## src/rtl/thermo_pkg.sv

```systemverilog
// thermo_pkg: shared widths, entry count and FSM encoding for the thermo config responder.
package thermo_pkg;
    localparam int THERMO_ADDR_W  = 4;
    localparam int THERMO_DATA_W  = 20;
    localparam int THERMO_ENTRIES = 1 << THERMO_ADDR_W;

    typedef enum logic [2:0] {
        S_IDLE,
        S_RD_LAT,
        S_RD_RSP,
        S_WR_RSP,
        S_CLEAR
    } state_t;
endpackage

```

## src/rtl/thermo_cfg_array.sv

```systemverilog
// thermo_cfg_array: entry storage with per-entry valid bits and a saturating occupancy counter.
// Ports: clk, rst (async active-low); addr selects the entry for lookup, write and clear;
// wr_en/wr_data write the entry and set its valid bit; clr_en drops the valid bit;
// hit/data give the combinational lookup at addr; occupancy counts valid entries.
module thermo_cfg_array
    import thermo_pkg::*;
#(
    parameter int ADDR_W = THERMO_ADDR_W,
    parameter int DATA_W = THERMO_DATA_W
) (
    input  logic              clk,
    input  logic              rst,
    input  logic [ADDR_W-1:0] addr,
    input  logic              wr_en,
    input  logic [DATA_W-1:0] wr_data,
    input  logic              clr_en,
    output logic              hit,
    output logic [DATA_W-1:0] data,
    output logic [ADDR_W:0]   occupancy
);
    localparam int N = 1 << ADDR_W;
    localparam logic [ADDR_W:0] FULL = (ADDR_W+1)'(N);

    logic [DATA_W-1:0] mem_q [N];
    logic [N-1:0]      valid_q, valid_d;
    logic [ADDR_W:0]   occ_q, occ_d;

    assign hit       = valid_q[addr];
    assign data      = mem_q[addr];
    assign occupancy = occ_q;

    // Count only real transitions of a valid bit so rewrites and clears of empty slots leave occupancy alone.
    always_comb begin
        valid_d = valid_q;
        occ_d   = occ_q;
        if (wr_en) begin
            valid_d[addr] = 1'b1;
            occ_d = (!hit && occ_q != FULL) ? occ_q + 1'b1 : occ_q;
        end
        if (clr_en) begin
            valid_d[addr] = 1'b0;
            occ_d = (hit && occ_q != '0) ? occ_q - 1'b1 : occ_q;
        end
    end

    always_ff @(posedge clk or negedge rst) begin
        if (!rst) begin
            valid_q <= '0;
            occ_q   <= '0;
        end else begin
            valid_q <= valid_d;
            occ_q   <= occ_d;
        end
    end

    // Data contents need no reset; the valid bits gate every use.
    always_ff @(posedge clk) begin
        if (wr_en) mem_q[addr] <= wr_data;
    end
endmodule

```

## src/rtl/thermo_cfg_responder.sv

```systemverilog
// thermo_cfg_responder: request/response front end over a 16-entry config array with a clear sweep.
// Ports: clk, rst (async active-low); req_valid/req_we/req_addr/req_wdata with combinational
// req_ready; clear_req pulse starts an invalidate sweep; rsp_valid strobes hit_read/hit_write/rdata;
// busy flags the sweep; occupancy reports the number of valid entries.
module thermo_cfg_responder
    import thermo_pkg::*;
#(
    parameter int ADDR_W = THERMO_ADDR_W,
    parameter int DATA_W = THERMO_DATA_W
) (
    input  logic              clk,
    input  logic              rst,
    input  logic              req_valid,
    input  logic              req_we,
    input  logic [ADDR_W-1:0] req_addr,
    input  logic [DATA_W-1:0] req_wdata,
    input  logic              clear_req,
    output logic              req_ready,
    output logic              rsp_valid,
    output logic              hit_read,
    output logic              hit_write,
    output logic [DATA_W-1:0] rdata,
    output logic              busy,
    output logic [ADDR_W:0]   occupancy
);
    state_t            state_q, state_d;
    logic [ADDR_W-1:0] addr_q, addr_d, cnt_q, cnt_d, arr_addr;
    logic              clear_pending_q, clear_pending_d;
    logic              rsp_valid_q, rsp_valid_d, hit_read_q, hit_read_d, hit_write_q, hit_write_d;
    logic [DATA_W-1:0] rdata_q, rdata_d;
    logic              busy_q, busy_d;
    logic              accept, arr_hit;
    logic [DATA_W-1:0] arr_data;

    // rst gating keeps req_ready low while reset is held.
    assign req_ready = rst && state_q == S_IDLE && !clear_req && !clear_pending_q;
    assign accept    = req_valid && req_ready;
    assign arr_addr  = state_q == S_CLEAR ? cnt_q : state_q == S_IDLE ? req_addr : addr_q;

    assign rsp_valid = rsp_valid_q;
    assign hit_read  = hit_read_q;
    assign hit_write = hit_write_q;
    assign rdata     = rdata_q;
    assign busy      = busy_q;

    thermo_cfg_array #(.ADDR_W(ADDR_W), .DATA_W(DATA_W)) u_array (
        .clk       (clk),
        .rst       (rst),
        .addr      (arr_addr),
        .wr_en     (accept && req_we),
        .wr_data   (req_wdata),
        .clr_en    (state_q == S_CLEAR),
        .hit       (arr_hit),
        .data      (arr_data),
        .occupancy (occupancy)
    );

    always_comb begin
        state_d         = state_q;
        addr_d          = addr_q;
        cnt_d           = cnt_q;
        clear_pending_d = clear_pending_q;
        rsp_valid_d     = 1'b0;
        hit_read_d      = 1'b0;
        hit_write_d     = 1'b0;
        rdata_d         = '0;
        case (state_q)
            S_IDLE: begin
                if (clear_req) begin
                    state_d = S_CLEAR;
                    cnt_d   = '0;
                end else if (accept) begin
                    addr_d      = req_addr;
                    state_d     = req_we ? S_WR_RSP : S_RD_LAT;
                    rsp_valid_d = req_we;
                    hit_write_d = req_we && arr_hit;
                end
            end
            S_RD_LAT: begin
                // Read data is captured here, so a clear arriving now cannot corrupt the response.
                clear_pending_d = clear_pending_q || clear_req;
                state_d         = S_RD_RSP;
                rsp_valid_d     = 1'b1;
                hit_read_d      = arr_hit;
                rdata_d         = arr_hit ? arr_data : '0;
            end
            S_RD_RSP, S_WR_RSP: begin
                state_d         = (clear_pending_q || clear_req) ? S_CLEAR : S_IDLE;
                clear_pending_d = 1'b0;
                cnt_d           = '0;
            end
            S_CLEAR: begin
                cnt_d   = cnt_q + 1'b1;
                state_d = &cnt_q ? S_IDLE : S_CLEAR;
            end
            default: state_d = S_IDLE;
        endcase
        busy_d = state_d == S_CLEAR;
    end

    always_ff @(posedge clk or negedge rst) begin
        if (!rst) begin
            state_q         <= S_IDLE;
            addr_q          <= '0;
            cnt_q           <= '0;
            clear_pending_q <= 1'b0;
            rsp_valid_q     <= 1'b0;
            hit_read_q      <= 1'b0;
            hit_write_q     <= 1'b0;
            rdata_q         <= '0;
            busy_q          <= 1'b0;
        end else begin
            state_q         <= state_d;
            addr_q          <= addr_d;
            cnt_q           <= cnt_d;
            clear_pending_q <= clear_pending_d;
            rsp_valid_q     <= rsp_valid_d;
            hit_read_q      <= hit_read_d;
            hit_write_q     <= hit_write_d;
            rdata_q         <= rdata_d;
            busy_q          <= busy_d;
        end
    end
endmodule

```

## config.mk

```make
export PLATFORM = sky130hd
export DESIGN_NAME = thermo_cfg_responder
export DESIGN_NICKNAME = d
export VERILOG_FILES = /design/src/rtl/thermo_pkg.sv /design/src/rtl/thermo_cfg_array.sv /design/src/rtl/thermo_cfg_responder.sv
export SDC_FILE = /design/constraint.sdc
export NUM_CORES = 1
export LEC_CHECK = 0
export CAP_MARGIN = 5
export CORE_MARGIN = 2
export CORE_UTILIZATION = 60
export CTS_BUF_LIST = sky130_fd_sc_hd__clkbuf_2
export DETAILED_ROUTE_END_ITERATION = 6
export PLACE_DENSITY = 0.87
export SLEW_MARGIN = 20
export SYNTH_ARGS = -nofsm -noshare
export SYNTH_HDL_FRONTEND = slang
export SYNTH_HIERARCHICAL = 1
export SYNTH_SLANG_ARGS = --single-unit
```

## constraint.sdc

```tcl
create_clock -name clk -period 4.32 [get_ports clk]
set_input_delay 1.08 -clock clk [delete_from_list [all_inputs] [get_ports clk]]
set_output_delay 1.08 -clock clk [all_outputs]
set_load 0.05 [all_outputs]
```

==> impl_metrics.yaml <==
logic_synthesis:
  synth_seq_cells: 377
  yosysWarningCount: 6
  syn_nets: 708
  synth_edf_count: 320
  yosys.cell_types.count: 51
  avgSynthCellArea_sq_um: 21.7
  async_flop_share_pct: 15.1
  synth_seq_area_share_pct: 75.3
  syn-instance-count: 674
  synthesis.area_sq_um: 14700
  synth_flop_cell: "edfxtp_1"
sta:
  fin_skew_ns: 0.0585
  slew_violations: 0
  period_share_pct: 83.2
  tns_ns: 0
  fmax_mhz: 278
  max-slew-margin-rel_pct: 31.1
  setup_viol: 0
  worstMarginPinSlew_ns: 1.03
  hold_slack_ns: 0.410
  grt_setup_unrepaired: "no"
  worst_slack_ns: 0.726
  final.min_clock_period_ns: 3.59
  final_hold_viol_count: 0
clock_tree:
  insertion_delay_ns: 0.88
  cts_hold_buffers: 0
  cts_max_level: 3
  clkSlewWorstSetupHoldPaths_ns: 0.11
  cts.path.max_buffers: 3
  clock_sinks: 377
  cts_tree: "yes"
  root_buffer: "clkbuf_2"
  post_cts_buffers: 0
  cts_made_buffers: 88
  cts_resized: 0
placed_design:
  numPortBuffers: 58
  pre_cts_ws_ns: 0.297
  dp_hpwl_mm: 19.0
  place_congestion: 0.796
global_route:
  grt_start_max_net_pins: 78
  grt_pass1_wl_mm: 47.9
  grt_use_total_pct: 25.4
  grt_overflow: 0
  antenna_found_initial: 2
  first_global_vias: 8214
routing:
  wl_mm: 31.1
  drc: 0
  wire_per_inst_um: 25.3
  drtPass1Iterations: 7
  drtIter0Drc: 967
  vias: 7621
  final_antenna_net_count: 0
  vias_per_cell: 6.21
setup_path:
  cp-end-kind: "register"
  start_kind: "register"
  critical_path_required_ns: 5.08
  cp_cell_sequence: "nor2_2, nor2_1, a21oi_4, mux4_2, mux2i_1, o22ai_1, or2_1, mux2_4"
  critPathMaxStageDelay_ns: 0.60
  crit_family: "multiplexers"
  arrival_ns: 4.35
  crit_type: "reg -> reg"
  cp_slowest_cell: "mux4_2"
  critical_path_buf_inv_count: 0
  cp_max_fo: 17
power_and_ir_drop:
  leakagePower_nw: 5.90
  cellPowerDensity_nw_per_um2: 570
  ir_worst_vdd_v: 0.000416
  finalPower_mw: 9.57
die:
  chipWidth_um: 160
  chipHeight_um: 160
  die_area_sq_um: 25700
  io_pins: 59
  initial_core_util_pct: 60.6
  rows: 57
  coreArea_sq_um: 24200
cells_and_area:
  finalCoreUtilization_pct: 69.4
  multi_input_area_sq_um: 3520
  final_common_cell: "edfxtp_1"
  area_delta_synth_final_pct: 14.4
  seq_area_sq_um: 11000
  drive_above_1_share_pct: 36.0
  nets: 864
  fillers: 1395
  final_cell_mix: "edfxtp_1 (320), clkbuf_2 (135), mux4_2 (104), dfrtp_1 (57), clkdlybuf4s50_1 (56)"
flow_run:
  maxCapViolations: 0
hold_path:
  min_path_type: "in -> async"
run_status:
  status: "completed"
## power breakdown
group / switching, mW / total (mW) / internal, mW
clock network: 1.33 / 2.27 / 0.948
registers: 0.119 / 4.17 / 4.05
logic: 1.48 / 3.13 / 1.64
## stage by stage
| step | instances | area [sq um] |
|---|---|---|
| 3_5_place_dp | 1064 | 15900 |
| 3_3_place_gp | 1064 | 15900 |
| 5_1_grt | 1226 | 16800 |
| 4_1_cts | 1225 | 16800 |
| 2_1_floorplan | 674 | 14700 |
| 6_report | 1227 | 16800 |
## synthesized netlist by cell type (all sizes together), types with 3 or more instances
| library cell | n | area share [%] |
|---|---|---|
| edfxtp | 320 | 66 |
| mux4 | 104 | 16 |
| dfrtp | 57 | 9.7 |
| nor2 | 30 | 0.79 |
| and2 | 22 | 0.95 |
| clkbuf | 20 | 0.51 |
| buf | 16 | 0.67 |
| o22a | 12 | 0.72 |
| a21oi | 11 | 0.38 |
| mux2i | 8 | 0.55 |
| mux2 | 6 | 0.61 |
| a21o | 5 | 0.26 |
| inv | 5 | 0.13 |
| ha | 4 | 0.34 |
| nand3b | 4 | 0.20 |
| xnor2 | 4 | 0.24 |
| a22o | 3 | 0.18 |
| a31oi | 3 | 0.13 |
| nand2 | 3 | 0.13 |
| nand3 | 3 | 0.10 |
| nor3 | 3 | 0.10 |
| o21ai | 3 | 0.10 |
| o2bb2ai | 3 | 0.18 |
## metal layers
| metal | part of all wire, % | up-vias | wire length (um) | track usage [%] |
|---|---|---|---|---|
| li1 | - | 3173 | - | - |
| met1 | 37 | 3932 | 11600 | 34.1 |
| met2 | 51 | 454 | 15900 | 41.9 |
| met3 | 9.0 | 62 | 2810 | 5.32 |
| met4 | 2.3 | 0 | 713 | 10.2 |
| met5 | 0 | - | 0 | 0 |
## final timing paths
path	slack [ns]	start	to	cells past startpoint
worst max-delay path	0.73	state_q[1]	u_array/occupancy[1]	8
worst min-delay path	0.41	rst	addr_q[0]	2
worst max register to register	0.73	state_q[1]	u_array/occupancy[1]	8
worst min register to register	0.53	u_array/valid_q[14]	u_array/valid_q[14]	1
max in group asynchronous	3.34	rst	u_array/valid_q[13]	2
min in group clk	0.53	u_array/valid_q[14]	u_array/valid_q[14]	1
## cells by family (layout without fill, tap and decap cells)
kind of cell / after synthesis / in the layout / synth area share, %
AO/OA/AOI/OAI: 48 / 48 / 2.35
XOR/XNOR: 5 / 5 / 0.299
adder cells (fa/ha/maj): 5 / 5 / 0.478
buffers and inverters: 41 / 268 / 1.31
flip-flops: 377 / 377 / 75.3
multiplexers: 118 / 118 / 17.1
other: 0 / 2 / 0
AND/OR/NAND/NOR: 80 / 80 / 3.14
## registers in the layout, summed over array words and instances (netlist names), 3 cells and up
register	flops
u_array/mem_q	320
cnt_q	4
state_q	3
u_array/valid_q	16
rdata	20
addr_q	4
u_array/occupancy	5
## final cells by class
type,instances,area share [%]
diodes,2,0.0298
clock buffers,135,4.03
clock inverters,26,0.933
inverters,5,0.112
multi-input cells,256,21.0
flip-flops and latches,377,65.8
well taps,324,2.42
repair buffers,102,5.68
No activity file was read; power rests on OpenSTA's default activity.
==> variant 1: new RTL, same settings <==
The 5 states of `state_t` get a one-hot encoding in 5 bits.
--- a/src/rtl/thermo_pkg.sv
+++ b/src/rtl/thermo_pkg.sv
@@ -4,12 +4,12 @@
     localparam int THERMO_DATA_W  = 20;
     localparam int THERMO_ENTRIES = 1 << THERMO_ADDR_W;
 
-    typedef enum logic [2:0] {
-        S_IDLE,
-        S_RD_LAT,
-        S_RD_RSP,
-        S_WR_RSP,
-        S_CLEAR
+    typedef enum logic [4:0] {
+        S_IDLE   = 5'b00001,
+        S_RD_LAT = 5'b00010,
+        S_RD_RSP = 5'b00100,
+        S_WR_RSP = 5'b01000,
+        S_CLEAR  = 5'b10000
     } state_t;
 endpackage
 
Function: no difference found for any inputs over 4 cycles, from zero or initial values and one cycle with rst low; so few cycles prove little.
==> variant 1 against the unedited design <==
Design area increased by 1.1%; synthesized cell count increased by 2.5%; power increased by 11%; routed wire length increased by 6.7%; die area increased by 0.83%; register-to-register slack got worse by 0.20 ns; area after synthesis increased by 0.85%; worst setup slack got worse by 0.29 ns; sequential cell count increased by 2; largest cell class unchanged.
==> variant 1: results (changes against the unedited design) <==
status finished clean; vias 7908 (+3.8%); Leak 0.00602 µW (+2.1%); metal3 WL 3400 µm (+21%); Mapped Nets 725 (+2.4%); crit-path leading delay family simple AND/OR/NAND/NOR gates; DRT iter0 DRCs 788 (-19%); crit path max-delay cell type dfstp_2; top post-synthesis cells by count edfxtp_1, mux4_2, dfrtp_1; setup slack at placement 0.303 ns (+0.00583 ns); Layout Nets 882 (+2.1%); Max VDD drop 406 µV (-2.4%); CP Launch Type register; Final Skew 0.0739 ns (+0.0155 ns); Num CTS Buffers 90 (+2.3%); vias in the first global route 8319 (+1.3%); largest cells by area after synthesis edfxtp_1, mux4_2, dfrtp_1; crit-path max FO 8 (-9); relative slew slack 53.4% (+22 points); register area 11100 µm² (+0.46%); Reg2Reg Depth 9 (+1); first-pass GRT wire length 49200 µm (+2.8%); Met2 Wirelength 16600 µm (+4.3%); ys async rst share 15.6% (+0.45 points); Syn Inst Count 691 (+2.5%); unique cell type count in the Yosys netlist 52 (+2.0%); Skew-Pair Late Insertion Delay 0.92 ns (+0.04 ns); sw power 3410 µW (+17%); post-route setup slack 0.432 ns (-0.294 ns); met1 GRT Util 33.9% (-0.17 points); end point of the critical path req_ready; Fin Hold WS 0.205 ns (-0.205 ns); R2R setup slack 0.53 ns (-0.20 ns); initial antenna violation count 3 (+1); placed inst area 16100 µm² (+0.93%); layout cells sized above 1 36.0% (+0.088 points); grt met3 use 7.76% (+2.4 points); routability cong. 0.803 (+0.87%); total placed cells including tap cells 1080 (+1.5%); Fillers 1451 (+4.0%); largest net degree at the start of global routing 40 (-49%); Metal-1 WL 12100 µm (+3.7%); Reg clk slew, reported paths 0.11 ns (about the same); final wirelength 33200 µm (+6.7%); met2 Use GR 42.3% (+0.46 points); Total GRT Usage 26.2% (+0.75 points); combinational share of power 37.4% (+4.7 points); Detail Placement HPWL 18800 µm (-1.3%); sequential area share after synthesis 75.0% (-0.29 points); clock tree buffer depth 3 (unchanged); critical path arrival 2.81 ns (-1.54 ns); drt wl/cell 26.6 µm (+5.0%); Seq power 4240 µW (+2%)
[variant 1: cell types whose count changed after synthesis, moves of 2 or more]
cell / unedited run / this run
o211ai_1: 2 / 6
and2_1: 21 / 3
a21oi_1: 11 / 9
nand2_1: 2 / 6
nand3b_1: 4 / 6
nand3_1: 3 / 6
o21ai_1: 1 / 3
nor3_1: 3 / 1
buf_2: 10 / 8
o2bb2ai_1: 3 / 0
a22o_1: 3 / 1
clkbuf_1: 20 / 25
a21o_1: 5 / 3
and3_1: 1 / 24
[variant 1: kinds of logic after synthesis]
family / share of synthesized area (%)
AOI/OAI and AO/OA: 2.33
xor gates and xnor gates: 0.415
adders and majority gates: 0.474
buffers and inverters: 1.39
DFF: 75.0
muxes: 17.1
and+or+nand+nor: 3.34
[variant 1: layout make-up]
class	instances	share of cell area [%]
antenna	3	0.0443
clock buffer	137	4.04
sequential	379	65.4
inverter	5	0.111
multi-input combinational	268	21.1
clock inverter	28	1.13
timing repair buffer	104	5.81
tap	324	2.39
==> variant 2: new RTL, same settings <==
Made on the original files. Change the package constant `THERMO_DATA_W` from 20 to 40.
--- a/src/rtl/thermo_pkg.sv
+++ b/src/rtl/thermo_pkg.sv
@@ -1,7 +1,7 @@
 // thermo_pkg: shared widths, entry count and FSM encoding for the thermo config responder.
 package thermo_pkg;
     localparam int THERMO_ADDR_W  = 4;
-    localparam int THERMO_DATA_W  = 20;
+    localparam int THERMO_DATA_W  = 40;
     localparam int THERMO_ENTRIES = 1 << THERMO_ADDR_W;
 
     typedef enum logic [2:0] {
Interface: changed (resized rdata and req_wdata); port bits go from 59 to 99. No check against the original RTL was run, so the function may have changed too.
==> variant 2 against the unedited design <==
Sequential cell count is 340 higher; worst setup slack lost 0.19 ns; synthesized cell count rose by 72%; clock power grew 94%; power grew 84%; design area is 86% higher; clock skew is 0.017 ns higher; hold slack worse by 0.25 ns; sequential power increased by 87%; routed wire length rose by 95%; area after synthesis grew 86%; fmax decreased by 4.9%; global-route usage is 1.1 points higher; critical endpoint is now req_ready; largest power group unchanged.
==> variant 2: results (changes against the unedited design) <==
Worst Tran Pin Value 0.916 ns (-0.110 ns); met1 GRT Util 34.6% (+0.51 points); sequential area share after synthesis 77.5% (+2.2 points); R2R setup slack 0.96 ns (+0.23 ns); Max VDD drop 499 µV (+20%); DR pass1 iterations 5 (-2); Mapped Nets 1212 (+71%); CP Launch Point state_q[2]; final wirelength 60600 µm (+95%); clock share of power 25.0% (+1.2 points); initial antenna violation count 5 (+3); Fin Hold WS 0.164 ns (-0.246 ns); setup slack at placement 0.152 ns (-0.146 ns); first-pass GRT wire length 88900 µm (+86%); I/O Buffers 98 (+69%); Util after Layout 69.1% (-0.30 points); Leak 0.0105 µW (+79%); grt met3 use 6.82% (+1.5 points); crit path max-delay cell type dfrtp_1; status finished clean; Metal-1 WL 22000 µm (+89%); placed inst area 29500 µm² (+85%); largest cells by area after synthesis edfxtp_1, mux4_2, dfrtp_1; fmax 265 MHz (-4.9%); total placed cells including tap cells 1849 (+74%); Met2 Wirelength 31100 µm (+95%); number of H-tree levels 4 (+1); crit-path max cell delay 0.55 ns (-0.05 ns); DRT iter0 DRCs 1438 (+49%); Num CTS Buffers 167 (+90%); Layout Nets 1473 (+70%); routability cong. 0.752 (-5.5%); Total GRT Usage 26.5% (+1.1 points); end point of the critical path req_ready; layout cells sized above 1 36.6% (+0.59 points); top post-synthesis cells by count edfxtp_1, mux4_2, dfrtp_1; vias in the first global route 14.3k (+74%)
-- variant 2: cell types whose count changed after synthesis, sizes merged --
cell	delta
clkbuf	+9
buf	+15
and2	+20
edfxtp	+320
mux4	+100
dfrtp	+20
-- variant 2: kinds of logic (layout without fill, tap and decap cells) --
kind of cell    count (synthesis)  in the layout  synth area share, %
compound gates                 48             48                 1.28
xor+xnor                        5              5                0.160
fa+ha+maj                       5              5                0.257
buf+inv                        65            461                 1.10
flops                         717            717                 77.5
mux                           218            218                 17.6
other cells                     0              5                    0
simple gates                  100            100                 2.14
-- variant 2: layout make-up --
cell class | instances | area share [%]
Sequential cell | 717 | 67.9
Tap cell | 600 | 2.41
Inverter | 5 | 0.0603
Clock buffer | 253 | 4.07
Antenna cell | 5 | 0.0402
Clock inverter | 51 | 1.03
Multi-Input combinational cell | 376 | 19.3
Timing Repair Buffer | 152 | 5.21
-- variant 2: what timing repair did --
item,4_1_cts,5_1_grt
setup endpoints to repair,0,0
hold buffers,1,0
hold endpoints to repair,16,0
